==> src/rtl/ghash_ctrl_pkg.sv <==
`default_nettype none
// ============================================================================
// Module   : ghash_ctrl_pkg
// Brief    : Shared types and constants for the N-block GHASH sequencer:
//            FSM state encoding, default length-field width and the bit
//            positions of len(A)||len(C) inside the length block.
// Revision : 1.0 - initial release
// ============================================================================
package ghash_ctrl_pkg;

    // Default width of the bit-length fields carried by a descriptor.
    localparam int NB_LEN_DEFAULT = 64;

    // log2 of the GHASH block width; converts bit lengths to block counts.
    localparam int BLOCK_SHIFT = 7;

    // Field positions inside block 0 of the length word.
    localparam int LEN_AAD_LSB  = 64;
    localparam int LEN_TEXT_LSB = 0;

    // Sequencer states.
    typedef enum logic [2:0] {
        ST_IDLE = 3'd0,
        ST_AAD  = 3'd1,
        ST_TEXT = 3'd2,
        ST_LEN  = 3'd3,
        ST_WAIT = 3'd4
    } ctrl_state_e;

endpackage
`default_nettype wire

==> src/rtl/ghash_ctrl_last_word.sv <==
`default_nettype none
// ============================================================================
// Module   : ghash_ctrl_last_word
// Brief    : Combinational helper for the last bus word of a section. From
//            the section block count it derives which trailing blocks are
//            skipped; when GHASH_CTRL_PAD_MASK_EN is defined it also builds
//            a data mask that zeroes skipped blocks and the bits below the
//            valid prefix of the final partial block. Without the macro the
//            mask is all ones (data passes unmodified).
// Revision : 1.0 - initial release
// ============================================================================
module ghash_ctrl_last_word
    import ghash_ctrl_pkg::*;
#(
    parameter int NB_BLOCK = 128,
    parameter int N_BLOCKS = 2,
    parameter int NB_DATA  = N_BLOCKS * NB_BLOCK,
    parameter int NB_LEN   = NB_LEN_DEFAULT,
    parameter int NB_CNT   = NB_LEN - BLOCK_SHIFT + 1
)(
    input  logic [NB_CNT-1:0]   i_blocks,
    input  logic [NB_LEN-1:0]   i_len,
    output logic [N_BLOCKS-1:0] o_skip,
    output logic [NB_DATA-1:0]  o_mask
);

    // Index of the last valid block within the word: (blocks-1) mod N_BLOCKS.
    localparam logic [NB_CNT-1:0] c_idx_mask = NB_CNT'(N_BLOCKS - 1);

    logic [NB_CNT-1:0] w_last_idx;

    assign w_last_idx = (i_blocks - NB_CNT'(1)) & c_idx_mask;

    generate
        for (genvar k = 0; k < N_BLOCKS; k++) begin : g_blk
            // Everything above the last valid block is skipped.
            assign o_skip[k] = (NB_CNT'(k) > w_last_idx);
        end
    endgenerate

`ifdef GHASH_CTRL_PAD_MASK_EN
    logic [BLOCK_SHIFT-1:0] w_rem;
    logic [NB_BLOCK-1:0]    w_prefix;
    logic                   w_unused_len;

    assign w_rem        = i_len[BLOCK_SHIFT-1:0];
    // Keep the top (len mod 128) bits of the final partial block.
    assign w_prefix     = ~({NB_BLOCK{1'b1}} >> w_rem);
    assign w_unused_len = ^i_len[NB_LEN-1:BLOCK_SHIFT];

    generate
        for (genvar k = 0; k < N_BLOCKS; k++) begin : g_mask
            logic [NB_BLOCK-1:0] w_blk_mask;
            // Skipped blocks vanish, the final partial block keeps its prefix.
            always_comb begin
                w_blk_mask = {NB_BLOCK{1'b1}};
                if (o_skip[k]) begin
                    w_blk_mask = '0;
                end else if ((NB_CNT'(k) == w_last_idx) && (w_rem != '0)) begin
                    w_blk_mask = w_prefix;
                end
            end
            assign o_mask[k*NB_BLOCK +: NB_BLOCK] = w_blk_mask;
        end
    endgenerate
`else
    logic w_unused_len;

    assign w_unused_len = ^i_len;
    assign o_mask       = {NB_DATA{1'b1}};
`endif

endmodule
`default_nettype wire

==> src/rtl/ghash_n_blocks_ctrl.sv <==
`default_nettype none
// ============================================================================
// Module   : ghash_n_blocks_ctrl
// Brief    : Sequencer for the N-block KOA GHASH core. Takes one descriptor
//            (AAD/text bit lengths), pulls AAD then text words from a
//            valid/ready stream, drives core sop/valid/skip_bus, appends the
//            len(A)||len(C) block and captures the final GHASH as the tag.
//            Optional feature macro: GHASH_CTRL_PAD_MASK_EN (zero the padding
//            of each section's last word before it reaches the core).
// Revision : 1.0 - initial release
// ============================================================================
module ghash_n_blocks_ctrl
    import ghash_ctrl_pkg::*;
#(
    parameter int NB_BLOCK      = 128,
    parameter int N_BLOCKS      = 2,
    parameter int LOG2_N_BLOCKS = 1,
    parameter int NB_DATA       = N_BLOCKS * NB_BLOCK,
    parameter int NB_LEN        = NB_LEN_DEFAULT,
    parameter int CORE_LATENCY  = 0
)(
    input  logic                i_clock,
    input  logic                i_reset,
    input  logic                i_start,
    input  logic [NB_LEN-1:0]   i_len_aad,
    input  logic [NB_LEN-1:0]   i_len_text,
    input  logic [NB_DATA-1:0]  i_data_bus,
    input  logic                i_data_valid,
    output logic                o_data_ready,
    output logic [NB_DATA-1:0]  o_core_data_bus,
    output logic [NB_BLOCK-1:0] o_core_x_initial,
    output logic                o_core_sop,
    output logic                o_core_valid,
    output logic [N_BLOCKS-1:0] o_core_skip_bus,
    input  logic [NB_BLOCK-1:0] i_core_data_y,
    output logic [NB_BLOCK-1:0] o_tag,
    output logic                o_tag_valid,
    output logic                o_busy
);

    // Block counts carry one extra bit so ceil() of the largest length fits.
    localparam int NB_CNT  = NB_LEN - BLOCK_SHIFT + 1;
    localparam int NB_WCNT = NB_LEN - BLOCK_SHIFT;
    localparam int NB_WAIT = $clog2(CORE_LATENCY + 2);

    ctrl_state_e         state_q, state_d;
    logic [NB_LEN-1:0]   len_aad_q, len_aad_d;
    logic [NB_LEN-1:0]   len_text_q, len_text_d;
    logic [NB_CNT-1:0]   blk_aad_q, blk_aad_d;
    logic [NB_CNT-1:0]   blk_text_q, blk_text_d;
    logic [NB_WCNT-1:0]  words_q, words_d;
    logic [NB_WAIT-1:0]  wait_q, wait_d;
    logic                first_q, first_d;
    logic [NB_DATA-1:0]  core_data_q, core_data_d;
    logic                core_sop_q, core_sop_d;
    logic                core_valid_q, core_valid_d;
    logic [N_BLOCKS-1:0] core_skip_q, core_skip_d;
    logic [NB_BLOCK-1:0] tag_q, tag_d;
    logic                tag_valid_q, tag_valid_d;
    logic                busy_q, busy_d;

    logic [NB_CNT-1:0]   w_blk_aad_new;
    logic [NB_CNT-1:0]   w_blk_text_new;
    logic [NB_CNT-1:0]   w_lw_blocks;
    logic [NB_LEN-1:0]   w_lw_len;
    logic [N_BLOCKS-1:0] w_lw_skip;
    logic [NB_DATA-1:0]  w_lw_mask;

    // Bus words needed for a section: ceil(blocks / N_BLOCKS).
    function automatic logic [NB_WCNT-1:0] words_of(input logic [NB_CNT-1:0] blocks);
        logic [NB_CNT-1:0] sum;
        sum = blocks + NB_CNT'(N_BLOCKS - 1);
        return NB_WCNT'(sum >> LOG2_N_BLOCKS);
    endfunction

    // ceil(len/128) for each section of the incoming descriptor.
    assign w_blk_aad_new  = NB_CNT'(i_len_aad[NB_LEN-1:BLOCK_SHIFT])
                          + NB_CNT'(|i_len_aad[BLOCK_SHIFT-1:0]);
    assign w_blk_text_new = NB_CNT'(i_len_text[NB_LEN-1:BLOCK_SHIFT])
                          + NB_CNT'(|i_len_text[BLOCK_SHIFT-1:0]);

    assign w_lw_blocks = (state_q == ST_TEXT) ? blk_text_q : blk_aad_q;
    assign w_lw_len    = (state_q == ST_TEXT) ? len_text_q : len_aad_q;

    ghash_ctrl_last_word #(
        .NB_BLOCK (NB_BLOCK),
        .N_BLOCKS (N_BLOCKS),
        .NB_DATA  (NB_DATA),
        .NB_LEN   (NB_LEN),
        .NB_CNT   (NB_CNT)
    ) u_last_word (
        .i_blocks (w_lw_blocks),
        .i_len    (w_lw_len),
        .o_skip   (w_lw_skip),
        .o_mask   (w_lw_mask)
    );

    // Next-state and registered-output logic of the sequencer.
    always_comb begin
        state_d      = state_q;
        len_aad_d    = len_aad_q;
        len_text_d   = len_text_q;
        blk_aad_d    = blk_aad_q;
        blk_text_d   = blk_text_q;
        words_d      = words_q;
        wait_d       = wait_q;
        first_d      = first_q;
        core_data_d  = '0;
        core_sop_d   = 1'b0;
        core_valid_d = 1'b0;
        core_skip_d  = '0;
        tag_d        = tag_q;
        tag_valid_d  = 1'b0;
        busy_d       = busy_q;

        // Busy covers the tag pulse cycle, then drops.
        if (tag_valid_q) begin
            busy_d = 1'b0;
        end

        case (state_q)
            ST_IDLE: begin
                if (i_start && !busy_q) begin
                    len_aad_d  = i_len_aad;
                    len_text_d = i_len_text;
                    blk_aad_d  = w_blk_aad_new;
                    blk_text_d = w_blk_text_new;
                    first_d    = 1'b1;
                    busy_d     = 1'b1;
                    if (w_blk_aad_new != '0) begin
                        state_d = ST_AAD;
                        words_d = words_of(w_blk_aad_new);
                    end else if (w_blk_text_new != '0) begin
                        state_d = ST_TEXT;
                        words_d = words_of(w_blk_text_new);
                    end else begin
                        state_d = ST_LEN;
                    end
                end
            end

            ST_AAD, ST_TEXT: begin
                if (i_data_valid) begin
                    core_valid_d = 1'b1;
                    core_sop_d   = first_q;
                    first_d      = 1'b0;
                    if (words_q == NB_WCNT'(1)) begin
                        core_data_d = i_data_bus & w_lw_mask;
                        core_skip_d = w_lw_skip;
                        if ((state_q == ST_AAD) && (blk_text_q != '0)) begin
                            state_d = ST_TEXT;
                            words_d = words_of(blk_text_q);
                        end else begin
                            state_d = ST_LEN;
                        end
                    end else begin
                        core_data_d = i_data_bus;
                        words_d     = words_q - NB_WCNT'(1);
                    end
                end
            end

            ST_LEN: begin
                core_valid_d = 1'b1;
                core_sop_d   = first_q;
                first_d      = 1'b0;
                core_data_d[LEN_AAD_LSB  +: NB_LEN] = len_aad_q;
                core_data_d[LEN_TEXT_LSB +: NB_LEN] = len_text_q;
                core_skip_d  = ~N_BLOCKS'(1);
                wait_d       = '0;
                state_d      = ST_WAIT;
            end

            ST_WAIT: begin
                if (wait_q == NB_WAIT'(CORE_LATENCY)) begin
                    tag_d       = i_core_data_y;
                    tag_valid_d = 1'b1;
                    state_d     = ST_IDLE;
                end else begin
                    wait_d = wait_q + NB_WAIT'(1);
                end
            end

            default: begin
                state_d = ST_IDLE;
            end
        endcase
    end

    // State and output registers; reset discards any partial message.
    always_ff @(posedge i_clock) begin
        if (i_reset) begin
            state_q      <= ST_IDLE;
            len_aad_q    <= '0;
            len_text_q   <= '0;
            blk_aad_q    <= '0;
            blk_text_q   <= '0;
            words_q      <= '0;
            wait_q       <= '0;
            first_q      <= 1'b0;
            core_data_q  <= '0;
            core_sop_q   <= 1'b0;
            core_valid_q <= 1'b0;
            core_skip_q  <= '0;
            tag_q        <= '0;
            tag_valid_q  <= 1'b0;
            busy_q       <= 1'b0;
        end else begin
            state_q      <= state_d;
            len_aad_q    <= len_aad_d;
            len_text_q   <= len_text_d;
            blk_aad_q    <= blk_aad_d;
            blk_text_q   <= blk_text_d;
            words_q      <= words_d;
            wait_q       <= wait_d;
            first_q      <= first_d;
            core_data_q  <= core_data_d;
            core_sop_q   <= core_sop_d;
            core_valid_q <= core_valid_d;
            core_skip_q  <= core_skip_d;
            tag_q        <= tag_d;
            tag_valid_q  <= tag_valid_d;
            busy_q       <= busy_d;
        end
    end

    assign o_data_ready     = (state_q == ST_AAD) || (state_q == ST_TEXT);
    assign o_core_data_bus  = core_data_q;
    assign o_core_x_initial = '0;
    assign o_core_sop       = core_sop_q;
    assign o_core_valid     = core_valid_q;
    assign o_core_skip_bus  = core_skip_q;
    assign o_tag            = tag_q;
    assign o_tag_valid      = tag_valid_q;
    assign o_busy           = busy_q;

endmodule
`default_nettype wire

==> config.mk <==
export PLATFORM = sky130hd
export DESIGN_NAME = ghash_n_blocks_ctrl
export DESIGN_NICKNAME = d
export VERILOG_FILES = /design/src/rtl/ghash_ctrl_pkg.sv /design/src/rtl/ghash_ctrl_last_word.sv /design/src/rtl/ghash_n_blocks_ctrl.sv
export SDC_FILE = /design/constraint.sdc
export NUM_CORES = 1
export LEC_CHECK = 0
export BUFFER_PORTS_ARGS = -buffer_cell sky130_fd_sc_hd__buf_2
export CORE_AREA = 10 10 392 394
export CTS_BUF_LIST = sky130_fd_sc_hd__clkbuf_8
export DETAILED_ROUTE_END_ITERATION = 8
export DIE_AREA = 0 0 402 404
export GPL_TIMING_DRIVEN = 1
export PLACE_DENSITY_LB_ADDON = 0.12
export SETUP_SLACK_MARGIN = 0.02
export SYNTH_ARGS = -nofsm -noshare
export SYNTH_HDL_FRONTEND = slang
export SYNTH_SLANG_ARGS = --single-unit
==> constraint.sdc <==
create_clock -name i_clock -period 11.2 [get_ports i_clock]
set_clock_uncertainty 0.2 [all_clocks]
set_input_delay 2.24 -clock i_clock [delete_from_list [all_inputs] [get_ports i_clock]]
set_output_delay 2.24 -clock i_clock [all_outputs]
set_load 0.03 [all_outputs]
==> run metrics, run 1 <==
Async S/R FF share, synth=0%; synthesized cell area=32000 sq um; CTS sink count=637; outcome=finished, final reports clean; first-pass GRT wire length=between 200000 and 250000 um; Max-slew headroom=23.4%; Area growth, synth to finish=26.3%; DRC errors left=0; Gate power share=between 30% and 40%; internal power=4.67 mW; Root Driver=clkbuf_8; Die Y=404 um; CP max FO=11; switching power=3.05 mW; wirelength, routed=176000 um; starting density of the core=22.0%; share of layout cells above drive strength 1=between 20% and 30%; fin util=27.8%; Top FF cell, synth=dfxtp_1; Flop pwr share=between 30 and 40%; # setup viols final=0; final hold vios=0; initial antenna violation count=between 80 and 90; Filler cells=between 15000 and 20000; worst vdd ir=roughly 0.11 mV; I/O pins=1035; Post-CTS Setup Inserts=0; Via density=roughly 4.8; min Tclk post-route=9.36 ns; gate count after technology mapping=between 4000 and 5000; H-tree depth=3; Crit path arrival time=just under 10 ns; RSZ-0062 raised after global routing=no; YS warnings=0; CTS tree=yes; kind of critical path=primary input to flip-flop; worst hold path type=flip-flop to flip-flop; Syn Area/Cell=between 7 and 8 sq um; drt wl/cell=25.5 um; post-synth cell types=95; setup TNS=0 ns; CP Launch Type=primary input; CP endpoint kind=flip-flop; later-pin clock latency in the skew report=0.88 ns; die area=162000 sq um; Peak Freq=107 MHz; overall routing resource usage=20.3%; Core Area=around 150000 sq um; clock buffer count from CTS=121; post-DP HPWL=138000 um; total design power=7.72 mW; final cycle utilization of the critical path=83.6%; Power per Cell Area=191 nW/um^2; post-route ant nets=0; Worst-path clk slew=around 0.070 ns; Seq/Total Area, Yosys=between 30% and 40%; Layout Nets=5389; DIE WIDTH=402 um; max-slew violations=0; Critical Path RT=11.78 ns; post_cts resized=0; Inst Count DP=6658; Yosys reg bits=637; sw frac=39.5%; total grt overflow=0; Worst-Margin Slew=1.15 ns; clock buffer depth=3; DRT iter0 DRCs=2442; commonest non-fill, non-tap cell in the layout=buf_2; TritonRoute pass-1 iters=5; GP Congestion=0.882; MaxCap Viol Count=0; vias in the first global route=32061; non-filler cells in the finished layout=about 6900; pin count of the biggest net entering global routing=167; DR vias=between 30000 and 40000; most frequent cells in the layout=904 x buf_2, 713 x nand2_1, 637 x dfxtp_1, 379 x nor2_1, 349 x a21oi_1; clock group share of total power=32.2%; CTS Hold Buffers Added=0; cell leakage power=16.2 nW; number of synthesized flops with an enable pin=0; IO Port Bufs=905; FP Rows=140
area by class of cell:
| class | instances | area (sq um) | area share [%] |
|---|---|---|---|
| Multi-Input combinational cell | 3118 | 17500 | 43.4 |
| Timing Repair Buffer | 952 | 4950 | 12.3 |
| Sequential cell | 637 | 12800 | 31.6 |
| Tap cell | 1917 | 2400 | 5.94 |
| Antenna cell | 19 | 47.5 | 0.118 |
| Clock buffer | 152 | 2090 | 5.18 |
| Inverter | 34 | 128 | 0.316 |
| Clock inverter | 62 | 487 | 1.20 |
layer usage:
layer,GRT usage (%),routed length (um),vias up
li1,-,-,15548
met1,23.3,68800,15766
met2,36.5,88900,1200
met3,5.94,13300,300
met4,5.44,4570,74
met5,0,486,-
worst max-delay path, stage by stage:
cell and delay (ns):
buf_2 0.09, nor3_1 0.12, buf_4 0.20, nand2_1 0.09
ha_1 0.30, ha_1 0.47, nand4_2 0.22, buf_4 0.22
nor4_2 0.50, a21boi_0 0.22, nor2_1 0.40, nand4_1 0.18
nor4_1 0.58, nand4_4 0.26, nor2_4 0.28, a21o_1 0.16
ha_1 0.27, and3_1 0.27, o22ai_1 0.14, a2111oi_0 0.62
nand4_1 0.23, a21oi_2 0.52, nand4_1 0.35, nand4b_1 0.42
nor3_1 0.25, xnor2_1 0.10, a211oi_1 0.22
logic make-up (layout without fill, tap and decap cells):
kind of cell               Yosys count  count (layout)  share of synthesized area (%)
and+or+nand+nor                   1833            1833                           27.8
AOI/OAI and AO/OA                  851             851                           16.7
DFF                                637             637                           39.9
buffers and inverters              457            1200                           7.08
xor gates and xnor gates           268             268                           7.34
muxes                               28              28                          0.888
adders and majority gates            9               9                          0.352
other                                1             148                         0.0117
final timing paths:
check	startpoint	end	slack (ns)	depth (start not counted)
hold reg to reg	o_tag[125]	o_tag[125]	0.25	2
hold / removal	o_tag[125]	o_tag[125]	0.25	2
setup reg to reg	words_q[31]	words_q[46]	5.78	14
setup / recovery	i_len_aad[0]	words_q[55]	1.84	27
Yosys cell counts (all sizes together), types with 28 or more instances:
cell type,instances,area share [%]
a22oi,140,3.3
o22ai,36,0.70
xnor2,153,4.2
nor3,97,1.6
nand3,74,1.2
inv,34,0.40
nor4,89,2.0
and2,150,2.9
nand2b,28,0.55
a21oi,350,5.5
nor2,383,4.5
and3,38,0.74
nand4,105,2.1
buf,160,3.6
nand2,714,8.4
a211oi,80,1.9
clkbuf,263,3.1
and4,28,0.77
o21ai,102,1.6
xor2,115,3.1
dfxtp,637,40
power by group through the flow:
stage          registers (mW)  clock network [mW]  logic (mW)
2_1_floorplan            2.92                   0        1.49
3_3_place_gp             2.91                   0        2.38
3_5_place_dp             2.91                   0        2.38
4_1_cts                  2.86                2.59        2.39
5_1_grt                  2.90                2.67        2.60
6_report                 2.86                2.49        2.37
registers in the layout, summed over array words and instances (netlist names), 3 cells and up:
| signal | flops |
|---|---|
| len_text_q | 64 |
| len_aad_q | 64 |
| words_q | 57 |
| o_tag | 128 |
| state_q | 3 |
| blk_text_q | 58 |
| o_core_data_bus | 256 |
stage by stage:
step / hold slack (ns) / worst slack, ns / cell area [sq um]
after floorplan: 0.230 / 2.77 / 32500
after global placement: 0.240 / 1.35 / 37800
after detailed placement: 0.243 / 1.11 / 37800
after CTS: 0.252 / 2.04 / 40400
after global routing: 0.269 / 1.39 / 40400
final: 0.250 / 1.84 / 40400
Power figures use the tool's default switching activity.
==> run 2: changes to the inputs <==
- ABC_AREA: not set -> 1
- CORE_AREA: 10 10 392 394 -> 10 10 396 398
- DIE_AREA: 0 0 402 404 -> 0 0 406 408
- clock period: 11.2 -> 9.6 ns (I/O delays scaled with it)
==> run 2 against run 1 <==
Combinational power rose by 23%. Worst hold slack better by 0.012 ns. Global-route usage fell by 0.54 points. Largest power group unchanged. Critical endpoint is now words_q[37]. Critical path type unchanged.
==> run metrics, run 2 <==
outcome=finished, final reports clean; max-slew violations=0; wirelength, routed=172000 um; Worst R2R Setup Slack=5.19 ns; pin count of the biggest net entering global routing=slightly below 200; overall routing resource usage=19.8%; Core Area=149000 sq um; Die Y=408 um; clock buffer count from CTS=130; DRT iter0 DRCs=roughly 2600; drt wl/cell=22.0 um; Synth area leader=dfxtp_1; Worst-path clk slew=0.06 ns; Synth top cells by count=987 x nand2_1, 959 x nor2_1, 637 x dfxtp_1; worst vdd ir=0.108 mV; Crit-path slowest cell=nor2_4; RSZ-0062 raised after global routing=no; GP Congestion=0.930; Power per Cell Area=228 nW/um^2; Critical Path RT=roughly 10 ns; final hold vios=0; placed instance area=38200 sq um; Layout Nets=6273; clock buffer depth=3; kind of critical path=primary input to flip-flop; leading post-synthesis cells by cell area=dfxtp_1 39%, nand2_1 11%, nor2_1 11%; dominant delay contributor by cell family on the critical path=simple AND/OR/NAND/NOR gates; DR vias=35259; Seq/Total Area, Yosys=39.4%; CP most frequent cell=nand2_1; most frequent cells in the layout=985 x nand2_1, 957 x nor2_1, 905 x buf_2, 637 x dfxtp_1, 523 x inv_1; H-tree depth=4; Async S/R FF share, synth=0%; final cycle utilization of the critical path=between 70% and 80%; I/O pins=slightly above 1000; cell leakage power=19.4 nW; share of Yosys cell area claimed by the top area cell type=39.4%; # setup viols final=0; gate count after technology mapping=4901; Root Driver=clkbuf_8; starting density of the core=around 22%; min Tclk post-route=7.12 ns; CP max FO=45; Worst-Margin Slew=1.13 ns; Crit path arrival time=7.67 ns; setup TNS=0 ns; share of layout cells above drive strength 1=20.1%; Worst path max stage delay=about 0.8 ns; Area growth, synth to finish=26.2%; WHS Path Cells=2; max reg flops=roughly 260; non-filler cells in the finished layout=7810; Yosys reg bits=637; most frequent cell after synthesis=nand2_1; post-DP HPWL=between 100000 and 150000 um; Top FF cell, synth=dfxtp_1; post-route ant nets=0; first-pass GRT wire length=247000 um; CP bufs+invs=4; FP Rows=142; IO Port Bufs=between 900 and 1000; DRC errors left=0; number of synthesized flops with an enable pin=0; DIE WIDTH=around 400 um; Max-slew headroom=24.2%; post-route cell area=between 40000 and 50000 sq um; YS warnings=0; synthesized cell area=32400 sq um; later-pin clock latency in the skew report=0.85 ns; total grt overflow=0; CTS tree=yes; hold_ws=0.263 ns; post_cts resized=0; vias in the first global route=around 35000; CP endpoint kind=flip-flop; CTS Hold Buffers Added=0; worst hold path type=flip-flop to flip-flop; post-synth cell types=48; Via density=around 4.5; MaxCap Viol Count=0; Peak Freq=between 100 and 150 MHz; Post-CTS Setup Inserts=0; Inst Count DP=7560; commonest non-fill, non-tap cell in the layout=nand2_1; CP Launch Type=primary input; die area=166000 sq um; initial antenna violation count=46; CTS sink count=637; critical path depth=29; TritonRoute pass-1 iters=7; Syn Area/Cell=6.60 sq um; worst reg-to-reg path cell count=15
## run 2: cell type report
| type | count | area, sq um |
|---|---|---|
| multi-input combinational | 3560 | 16500 |
| sequential | 637 | 12800 |
| inverter | 493 | 1870 |
| clock inverter | 79 | 472 |
| clock buffer | 153 | 2110 |
| timing repair buffer | 926 | 4710 |
| fill | 17090 | 108000 |
| tap | 1944 | 2430 |
| antenna | 18 | 45.0 |
## run 2: stage by stage
step	utilization [%]	worst slack, ns	total power [mW]
after detailed placement	25.7	1.79	6.49
after global placement	25.7	1.85	6.50
after global routing	27.4	2.18	9.94
after floorplan	-	4.18	5.35
final	27.4	2.48	9.33
after CTS	27.4	2.71	9.44
## run 2: kinds of logic after synthesis
| group | after synthesis | synth area share, % |
|---|---|---|
| xor+xnor | 163 | 4.41 |
| other cells | 1 | 0.0116 |
| compound gates | 837 | 13.3 |
| fa+ha+maj | 9 | 0.348 |
| simple gates | 2422 | 31.1 |
| buf+inv | 832 | 11.4 |
| flops | 637 | 39.4 |
## run 2: worst reg2reg max path, stage by stage (launching register included)
cell,delay (ns)
dfxtp_1,0.35
nor2_1,0.22
nand2_1,0.15
nor2_1,0.22
nand3_1,0.12
nor2_1,0.13
nand3b_1,0.12
nor3_1,0.55
nand3_1,0.31
nor4_1,0.61
nand2_1,0.21
xnor2_1,0.30
o21ai_0,0.13
a31oi_1,0.47
nor2_1,0.10
a21oi_1,0.16
## run 2: path summary, 6_finish.rpt
check | from | to
hold reg to reg | len_aad_q[7] | o_core_data_bus[71]
hold / removal | len_aad_q[7] | o_core_data_bus[71]
setup / recovery | i_len_aad[0] | words_q[37]
setup reg to reg | words_q[3] | words_q[46]
## run 2: power by group
group	leakage (nW)	switching [mW]	internal (mW)
logic	12.7	2.11	0.800
registers	5.19	0.463	3.09
clock network	1.49	1.35	1.52
total	19.4	3.92	5.41
## run 2: routing by layer
layer | track usage, % | wire, um
met1 | 25.1 | 74600
met2 | 32.4 | 78900
met3 | 6.14 | 14900
met4 | 4.72 | 3160
met5 | 0 | 286
